<file path="config.mk">
export PLATFORM = sky130hd
export DESIGN_NAME = iir_biquad_cascade_flat
export DESIGN_NICKNAME = d
export VERILOG_FILES = /design/src/rtl/iir_biquad_cascade_if.sv /design/src/rtl/iir_biquad_cascade.sv /design/src/flat_wrapper.sv
export SDC_FILE = /design/constraint.sdc
export NUM_CORES = 2
export LEC_CHECK = 0
export CORE_ASPECT_RATIO = 0.6
export CORE_MARGIN = 4
export CORE_UTILIZATION = 58
export DETAILED_ROUTE_END_ITERATION = 10
export DONT_BUFFER_PORTS = 1
export PLACE_DENSITY = 0.81
export SYNTH_ARGS = -nofsm -noshare
export SYNTH_HDL_FRONTEND = slang
export SYNTH_SLANG_ARGS = --single-unit
</file>
<file path="constraint.sdc">
create_clock -name clk -period 10.6 [get_ports clk]
set_clock_uncertainty 0.05 [all_clocks]
set_input_delay 0.53 -clock clk [delete_from_list [all_inputs] [get_ports clk]]
set_output_delay 0.53 -clock clk [all_outputs]
set_load 0.05 [all_outputs]
</file>
<file path="src/rtl/iir_biquad_cascade_if.sv">
// Streaming interface for iir_biquad_cascade.
//   in_valid/in_ready/in_data/in_ch    : sample input handshake
//   out_valid/out_data/out_ch          : one-cycle result pulse, data/channel held until next result
// master = sample producer / result consumer, slave = filter block.
interface iir_biquad_cascade_if #(
   parameter int unsigned DATA_W = 16,
   parameter int unsigned NUM_CH = 2
);
   localparam int unsigned CH_W = (NUM_CH > 1) ? $clog2(NUM_CH) : 1;

   logic                     in_valid;
   logic                     in_ready;
   logic signed [DATA_W-1:0] in_data;
   logic [CH_W-1:0]          in_ch;
   logic                     out_valid;
   logic signed [DATA_W-1:0] out_data;
   logic [CH_W-1:0]          out_ch;

   modport master (
      output in_valid, in_data, in_ch,
      input  in_ready, out_valid, out_data, out_ch
   );

   modport slave (
      input  in_valid, in_data, in_ch,
      output in_ready, out_valid, out_data, out_ch
   );
endinterface

</file>
<file path="src/rtl/iir_biquad_cascade.sv">
// Multi-channel cascade of direct-form-I biquad sections sharing a single multiplier.
// One product is accumulated per cycle: each section takes 5 MAC cycles plus one write-back.
// Ports:
//   clk, reset  : clock, synchronous active-low reset
//   io (slave)  : sample in / result out stream (see iir_biquad_cascade_if)
//   coef_we/coef_addr/coef_data : coefficient write, addr = section*5 + tap (b0,b1,b2,a1,a2)
//   hist_clr    : clear all channel/section histories (idle only)
//   ovf_clr     : clear sticky overflow flag
//   ovf         : sticky flag, set when any section output saturates
module iir_biquad_cascade #(
   parameter int unsigned DATA_W       = 16,
   parameter int unsigned COEF_FRAC    = 14,
   parameter int unsigned NUM_SECTIONS = 4,
   parameter int unsigned NUM_CH       = 2
) (
   input  logic                     clk,
   input  logic                     reset,
   iir_biquad_cascade_if.slave      io,
   input  logic                     coef_we,
   input  logic [5:0]               coef_addr,
   input  logic signed [DATA_W-1:0] coef_data,
   input  logic                     hist_clr,
   input  logic                     ovf_clr,
   output logic                     ovf
);
   localparam int unsigned CH_W  = (NUM_CH > 1) ? $clog2(NUM_CH) : 1;
   localparam int unsigned SEC_W = (NUM_SECTIONS > 1) ? $clog2(NUM_SECTIONS) : 1;
   localparam int unsigned NCOEF = 5 * NUM_SECTIONS;
   localparam int unsigned CI_W  = $clog2(NCOEF);
   localparam int unsigned AW    = 2 * DATA_W + 4;
   localparam int unsigned PW    = 2 * DATA_W;

   localparam logic signed [DATA_W-1:0] UnityV = DATA_W'(1) << COEF_FRAC;
   localparam logic signed [AW-1:0]     RndV   = AW'(1) << (COEF_FRAC - 1);
   localparam logic signed [AW-1:0]     MaxV   = {{(AW-DATA_W+1){1'b0}}, {(DATA_W-1){1'b1}}};
   localparam logic signed [AW-1:0]     MinV   = {{(AW-DATA_W+1){1'b1}}, {(DATA_W-1){1'b0}}};

   typedef enum logic [1:0] {StIdle, StMac, StWb, StOut} state_e;

   state_e                   state_q, state_d;
   logic [2:0]               tap_q, tap_d;
   logic [SEC_W-1:0]         sec_q, sec_d;
   logic [CH_W-1:0]          ch_q;
   logic signed [DATA_W-1:0] x0_q;   // current section input; holds final output after last WB
   logic signed [AW-1:0]     acc_q, acc_d;
   logic                     out_valid_q;
   logic signed [DATA_W-1:0] out_data_q;
   logic [CH_W-1:0]          out_ch_q;
   logic                     ovf_q;

   logic signed [DATA_W-1:0] coef_q [NCOEF];
   logic signed [DATA_W-1:0] x1_q [NUM_CH][NUM_SECTIONS];
   logic signed [DATA_W-1:0] x2_q [NUM_CH][NUM_SECTIONS];
   logic signed [DATA_W-1:0] y1_q [NUM_CH][NUM_SECTIONS];
   logic signed [DATA_W-1:0] y2_q [NUM_CH][NUM_SECTIONS];

   logic                     idle, accept, ch_ok, start;
   logic [CI_W-1:0]          coef_idx;
   logic signed [DATA_W-1:0] coef_sel, samp_sel, y_sat;
   logic signed [PW-1:0]     prod;
   logic signed [AW-1:0]     acc_base, rnd, shf;
   logic                     sat;

   assign idle          = (state_q == StIdle);
   assign io.in_ready   = idle && reset;
   assign accept        = io.in_valid && io.in_ready;
   assign ch_ok         = (32'(io.in_ch) < NUM_CH);
   // Out-of-range channels are consumed but never leave idle.
   assign start         = accept && ch_ok;
   assign io.out_valid  = out_valid_q;
   assign io.out_data   = out_data_q;
   assign io.out_ch     = out_ch_q;
   assign ovf           = ovf_q;

   always_comb begin
      state_d = state_q;
      tap_d   = tap_q;
      sec_d   = sec_q;
      unique case (state_q)
         StIdle: begin
            if (start) begin
               state_d = StMac;
               tap_d   = '0;
               sec_d   = '0;
            end
         end
         StMac: begin
            if (tap_q == 3'd4) state_d = StWb;
            else               tap_d   = tap_q + 3'd1;
         end
         StWb: begin
            tap_d = '0;
            if (32'(sec_q) == NUM_SECTIONS - 1) begin
               state_d = StOut;
            end else begin
               state_d = StMac;
               sec_d   = sec_q + SEC_W'(1);
            end
         end
         StOut:   state_d = StIdle;
         default: state_d = StIdle;
      endcase
   end

   // Shared MAC: taps 0..2 add b*x, taps 3..4 subtract a*y.
   always_comb begin
      coef_idx = CI_W'(32'(sec_q) * 5 + 32'(tap_q));
      coef_sel = coef_q[coef_idx];
      case (tap_q)
         3'd0:    samp_sel = x0_q;
         3'd1:    samp_sel = x1_q[ch_q][sec_q];
         3'd2:    samp_sel = x2_q[ch_q][sec_q];
         3'd3:    samp_sel = y1_q[ch_q][sec_q];
         default: samp_sel = y2_q[ch_q][sec_q];
      endcase
      prod     = PW'(coef_sel) * PW'(samp_sel);
      acc_base = (tap_q == 3'd0) ? '0 : acc_q;
      acc_d    = (tap_q >= 3'd3) ? (acc_base - AW'(prod)) : (acc_base + AW'(prod));
   end

   // Round half up, then saturate to the sample range.
   always_comb begin
      rnd = acc_q + RndV;
      shf = rnd >>> COEF_FRAC;
      sat = 1'b0;
      if (shf > MaxV) begin
         y_sat = {1'b0, {(DATA_W-1){1'b1}}};
         sat   = 1'b1;
      end else if (shf < MinV) begin
         y_sat = {1'b1, {(DATA_W-1){1'b0}}};
         sat   = 1'b1;
      end else begin
         y_sat = shf[DATA_W-1:0];
      end
   end

   always_ff @(posedge clk) begin
      if (!reset) begin
         state_q     <= StIdle;
         tap_q       <= '0;
         sec_q       <= '0;
         ch_q        <= '0;
         x0_q        <= '0;
         acc_q       <= '0;
         out_valid_q <= 1'b0;
         out_data_q  <= '0;
         out_ch_q    <= '0;
         ovf_q       <= 1'b0;
      end else begin
         state_q     <= state_d;
         tap_q       <= tap_d;
         sec_q       <= sec_d;
         out_valid_q <= (state_q == StOut);
         if (state_q == StMac) acc_q <= acc_d;
         if (start) begin
            x0_q <= io.in_data;
            ch_q <= io.in_ch;
         end
         if (state_q == StWb) x0_q <= y_sat;
         if (state_q == StOut) begin
            out_data_q <= x0_q;
            out_ch_q   <= ch_q;
         end
         // Saturation in the same cycle as a clear keeps the flag set.
         if (state_q == StWb && sat) ovf_q <= 1'b1;
         else if (ovf_clr)           ovf_q <= 1'b0;
      end
   end

   always_ff @(posedge clk) begin
      if (!reset) begin
         for (int unsigned i = 0; i < NCOEF; i++) coef_q[i] <= (i % 5 == 0) ? UnityV : '0;
      end else if (idle && coef_we && (32'(coef_addr) < NCOEF)) begin
         coef_q[CI_W'(coef_addr)] <= coef_data;
      end
   end

   always_ff @(posedge clk) begin
      if (!reset || (idle && hist_clr)) begin
         for (int unsigned c = 0; c < NUM_CH; c++) begin
            for (int unsigned s = 0; s < NUM_SECTIONS; s++) begin
               x1_q[c][s] <= '0;
               x2_q[c][s] <= '0;
               y1_q[c][s] <= '0;
               y2_q[c][s] <= '0;
            end
         end
      end else if (state_q == StWb) begin
         x2_q[ch_q][sec_q] <= x1_q[ch_q][sec_q];
         x1_q[ch_q][sec_q] <= x0_q;
         y2_q[ch_q][sec_q] <= y1_q[ch_q][sec_q];
         y1_q[ch_q][sec_q] <= y_sat;
      end
   end
endmodule
</file>
<file path="src/flat_wrapper.sv">
// flat-port wrapper written by rule: the top's interface ports become plain ports
module iir_biquad_cascade_flat 
#(
   parameter int unsigned DATA_W       = 16,
   parameter int unsigned COEF_FRAC    = 14,
   parameter int unsigned NUM_SECTIONS = 4,
   parameter int unsigned NUM_CH       = 2
)
  (clk, reset, coef_we, coef_addr, coef_data, hist_clr, ovf_clr, ovf, io_in_valid, io_in_data, io_in_ch, io_in_ready, io_out_valid, io_out_data, io_out_ch);
  iir_biquad_cascade_if #(.DATA_W(DATA_W), .NUM_CH(NUM_CH)) io_i ();
  input  logic clk;
  input  logic reset;
  input  logic coef_we;
  input  logic [5:0] coef_addr;
  input  logic signed [DATA_W-1:0] coef_data;
  input  logic hist_clr;
  input  logic ovf_clr;
  output logic ovf;
  input wire logic [$bits(io_i.in_valid)-1:0] io_in_valid;
  input wire logic [$bits(io_i.in_data)-1:0] io_in_data;
  input wire logic [$bits(io_i.in_ch)-1:0] io_in_ch;
  output wire logic [$bits(io_i.in_ready)-1:0] io_in_ready;
  output wire logic [$bits(io_i.out_valid)-1:0] io_out_valid;
  output wire logic [$bits(io_i.out_data)-1:0] io_out_data;
  output wire logic [$bits(io_i.out_ch)-1:0] io_out_ch;
  assign io_i.in_valid = io_in_valid;
  assign io_i.in_data = io_in_data;
  assign io_i.in_ch = io_in_ch;
  assign io_in_ready = io_i.in_ready;
  assign io_out_valid = io_i.out_valid;
  assign io_out_data = io_i.out_data;
  assign io_out_ch = io_i.out_ch;
  iir_biquad_cascade #(.DATA_W(DATA_W), .COEF_FRAC(COEF_FRAC), .NUM_SECTIONS(NUM_SECTIONS), .NUM_CH(NUM_CH)) u_core (.clk(clk), .reset(reset), .io(io_i), .coef_we(coef_we), .coef_addr(coef_addr), .coef_data(coef_data), .hist_clr(hist_clr), .ovf_clr(ovf_clr), .ovf(ovf));
endmodule
</file>
==> impl_results.md <==
* Status: complete, but fails checks
* Failing checks: negative setup slack
* Met3 Track Usage GR at 9.96%
* Top post-synthesis cells by area: edfxtp_1 52%, mux4_2 11%, fa_1 8.9%
* Most frequent cell after synthesis: edfxtp_1
* GR Util met1 at about 47%
* Avg Inst Size Synth at about 13 um2
* Final hold vios at 0
* Top_reg_cell synth: edfxtp_1
* Detailed-route DRC error count at 0
* Detail Route Antenna Nets at 0
* First-pass GRT wire length at 250000 um
* # setup viols final at 8
* Total of max-cap violations at 0
* Tightest Hold Check Type: in -> reg
* Logic pwr share at between 40 and 50%
* Yosys warns at 0
* Gr ovfl total at 0
* CP peak stage delay at about 600 ps
* Leakage at around 28 nW
* DR iter-0 viols at approximately 5900
* Largest net degree at the start of global routing at 82
* Synth cell types at 72
* Die X at approximately 420 um
* TritonCTS clock tree: built
* Crit path arrival time at 11580 ps
* All-Layer GR Usage at between 30% and 40%
* Power Density at 248 nW/um2
* Hpwl dp at roughly 110000 um
* Post-synth EDFFs at just over 1000
* Placer Congestion at roughly 0.92
* RSZ-0062 raised after global routing: true
* H-tree depth at 3
* Rows at 90
* Cells after synthesis at between 4000 and 5000
* Period utilisation layout at 104%
* Crit path max fanout at 7
* I/O pin count at between 60 and 70
* WL/cell at around 26 um
* Die ar. at approximately 110000 um2
* P&R area growth vs syn at 18.0%
* Critical Path End Type: flop
* Starting Density at 58.9%
* P_int at between 10 and 15 mW
* Clock Latency Late Sink at between 600 and 700 ps
* Sequential-to-total area share from yosys stat at a little over half
* Worst-path clk slew at 70 ps
* Slew Viols, Final at 0
* GR peak layer: met1
* Seq pwr share at a little under a third
* Clk network pwr share at between 20% and 30%
* Initial antenna violation count at 4
* Critical Path RT at between 10000 and 15000 ps
* Async set or reset register ratio after synthesis at 0%
* Fin nets at approximately 5500
* CP max stage cell: or4_4
* Share of post-route cells with drive strength above 1 at 22.9%
* Clock Tree Buf Depth at 3
* Mapped Area at just under 60000 um2
* Placeable Area at 101000 um2
* Synth cell count leaders: 1024 x edfxtp_1, 505 x nor2_1, 381 x and2_1, 315 x inv_1, 287 x mux4_2
* Startpoint class of the critical path: flop
* Via count of the routed design at around 40000
* Vias per Instance at roughly 6.3
* Relative slew slack at just over 10%
* Root Buffer: clkbuf_16
* VDD IR max at approximately 0.00029 V
* Drt pass-1 iters at 6
* Vias in the first global route at between 40000 and 50000
* Final Cell Area at roughly 70000 um2
* Yosys top cell area share at 51.5%
* Final WS setup at -394 ps
* Dpl cell area at between 60000 and 70000 um2
* Fin crit period at 10990 ps
* Final WL at approximately 170000 um
* Worst-margin pin slew at about 1300 ps
* Hold WS at roughly 27 ps
* Filler cells at approximately 6200
* Switching share of power at ~38%
* Synthesized flop and latch total at about 1100
* IO Port Bufs at 0
* Crit path kind: reg -> reg
* Num CTS Buffers at just under 100
* Clk sinks at approximately 1100
* Max frequency at 91.0 MHz
* Yosys top cell by area: edfxtp_1
* Switching power at 6.59 mW
* Die H at ~260 um
* Most used cell, CP: fa_1
* Met2 GRT Util at a little over two fifths
==> cell usage in the layout, fill, tap and decap left out, types with 51 or more instances in the layout <==
cell type and instances:
a21oi_1 59, and2_1 379, and3_1 93, buf_4 392
clkbuf_16 106, conb_1 192, dfxtp_1 75, dlygate4sd3_1 66
edfxtp_1 1024, fa_1 257, ha_1 114, inv_1 309
mux4_2 287, nand2_1 210, nor2_1 498, nor2b_1 53
o21ai_0 59, or2_2 70, xnor2_1 64, xor2_1 51
==> timing repair <==
action                                 CTS  global route
gates resized for setup                 95            87
endpoints found under the hold margin  580             0
hold buffers                            70             0
pin swaps                               45            65
setup buffers                           36            44
setup endpoints to repair               10            18
gates cloned                             7             4
==> final timing paths <==
check / start / to / slack, ps / depth (start not counted)
worst max-delay path: u_core.tap_q[1]$_SDFFE_PN0P_ / u_core.acc_q[35]$_SDFFE_PN0P_ / -390 / 42
worst min-delay path: coef_data[15] / u_core.coef_q[17][15]$_SDFFCE_PN0P_ / 30 / 1
worst max register to register: u_core.tap_q[1]$_SDFFE_PN0P_ / u_core.acc_q[35]$_SDFFE_PN0P_ / -390 / 42
worst min register to register: u_core.acc_q[1]$_SDFFE_PN0P_ / u_core.acc_q[1]$_SDFFE_PN0P_ / 430 / 2
==> sequential cells by signal (all words and copies together) (netlist names), named ones only <==
| signal | cells |
|---|---|
| u_core.y2_q | 128 |
| u_core.io.out_ch | 1 |
| u_core.state_q | 2 |
| u_core.sec_q | 2 |
| u_core.io.out_valid | 1 |
| u_core.tap_q | 3 |
| u_core.coef_q | 512 |
| u_core.y1_q | 128 |
| u_core.x0_q | 16 |
| u_core.io.out_data | 16 |
| u_core.acc_q | 36 |
| u_core.x2_q | 128 |
| u_core.ch_q | 1 |
| u_core.ovf | 1 |
| u_core.x1_q | 128 |
==> cell type report <==
class | count | area [um2] | area share (%)
Timing Repair Buffer | 549 | 5190 | 7.37
Multi-Input combinational cell | 2941 | 26800 | 38.0
Sequential cell | 1104 | 32400 | 46.0
Clock inverter | 57 | 507 | 0.720
Clock buffer | 124 | 2690 | 3.82
Tap cell | 1334 | 1670 | 2.37
Antenna cell | 1 | 2.50 | 0.00355
Inverter | 321 | 1210 | 1.72
==> worst max-delay path, delay by kind of cell (launching register included) <==
kind                       cells  cell delay, ps
buffers and inverters         10            1500
muxes                          3            1070
xor gates and xnor gates       1             100
DFF                            1             340
AOI/OAI and AO/OA             10            1700
adders and majority gates     10            3950
and+or+nand+nor                8            2180
==> power by group through the flow <==
stage | Sequential (mW) | Clock (mW) | Combinational, mW
2_1_floorplan | 5.31 | 0 | 4.44
3_3_place_gp | 5.36 | 0 | 7.07
3_5_place_dp | 5.38 | 0 | 7.28
4_1_cts | 5.30 | 3.63 | 7.75
5_1_grt | 5.33 | 3.84 | 9.10
6_report | 5.31 | 3.62 | 8.53
==> per-layer routing <==
layer	part of all wire, %	wire (um)	up-vias
met5	0.023	39	-
met2	43	71900	3050
li1	-	-	16700
met4	2.5	4110	6
met1	39	64700	20200
met3	16	25900	331
==> cell families (layout without fill, tap and decap cells) <==
kind of cell / Yosys count / after routing / share of synthesized area [%]
simple gates: 1509 / 1509 / 12.7
fa+ha+maj: 398 / 398 / 11.7
mux: 338 / 338 / 11.7
compound gates: 386 / 386 / 4.26
xor+xnor: 118 / 118 / 1.75
buf+inv: 583 / 1051 / 3.72
other cells: 1 / 193 / 0.00629
flops: 1104 / 1104 / 54.2
==> per-stage QoR <==
stage | power (mW) | util (%) | setup TNS [ps] | std cells | setup WS [ps]
CTS | 16.7 | 68.9 | -57.4 | 6388 | -57.4
global route | 18.3 | 69.6 | -4480 | 6431 | -611
global placement | 12.4 | 64.0 | -210 | 6094 | -140
detailed placement | 12.7 | 64.0 | -1470 | 6094 | -357
floorplan | 9.74 | - | 0 | 4628 | 0.830
finish | 17.5 | 69.6 | -1470 | 6431 | -394
Note: power is estimated with default switching activity, not from simulation.
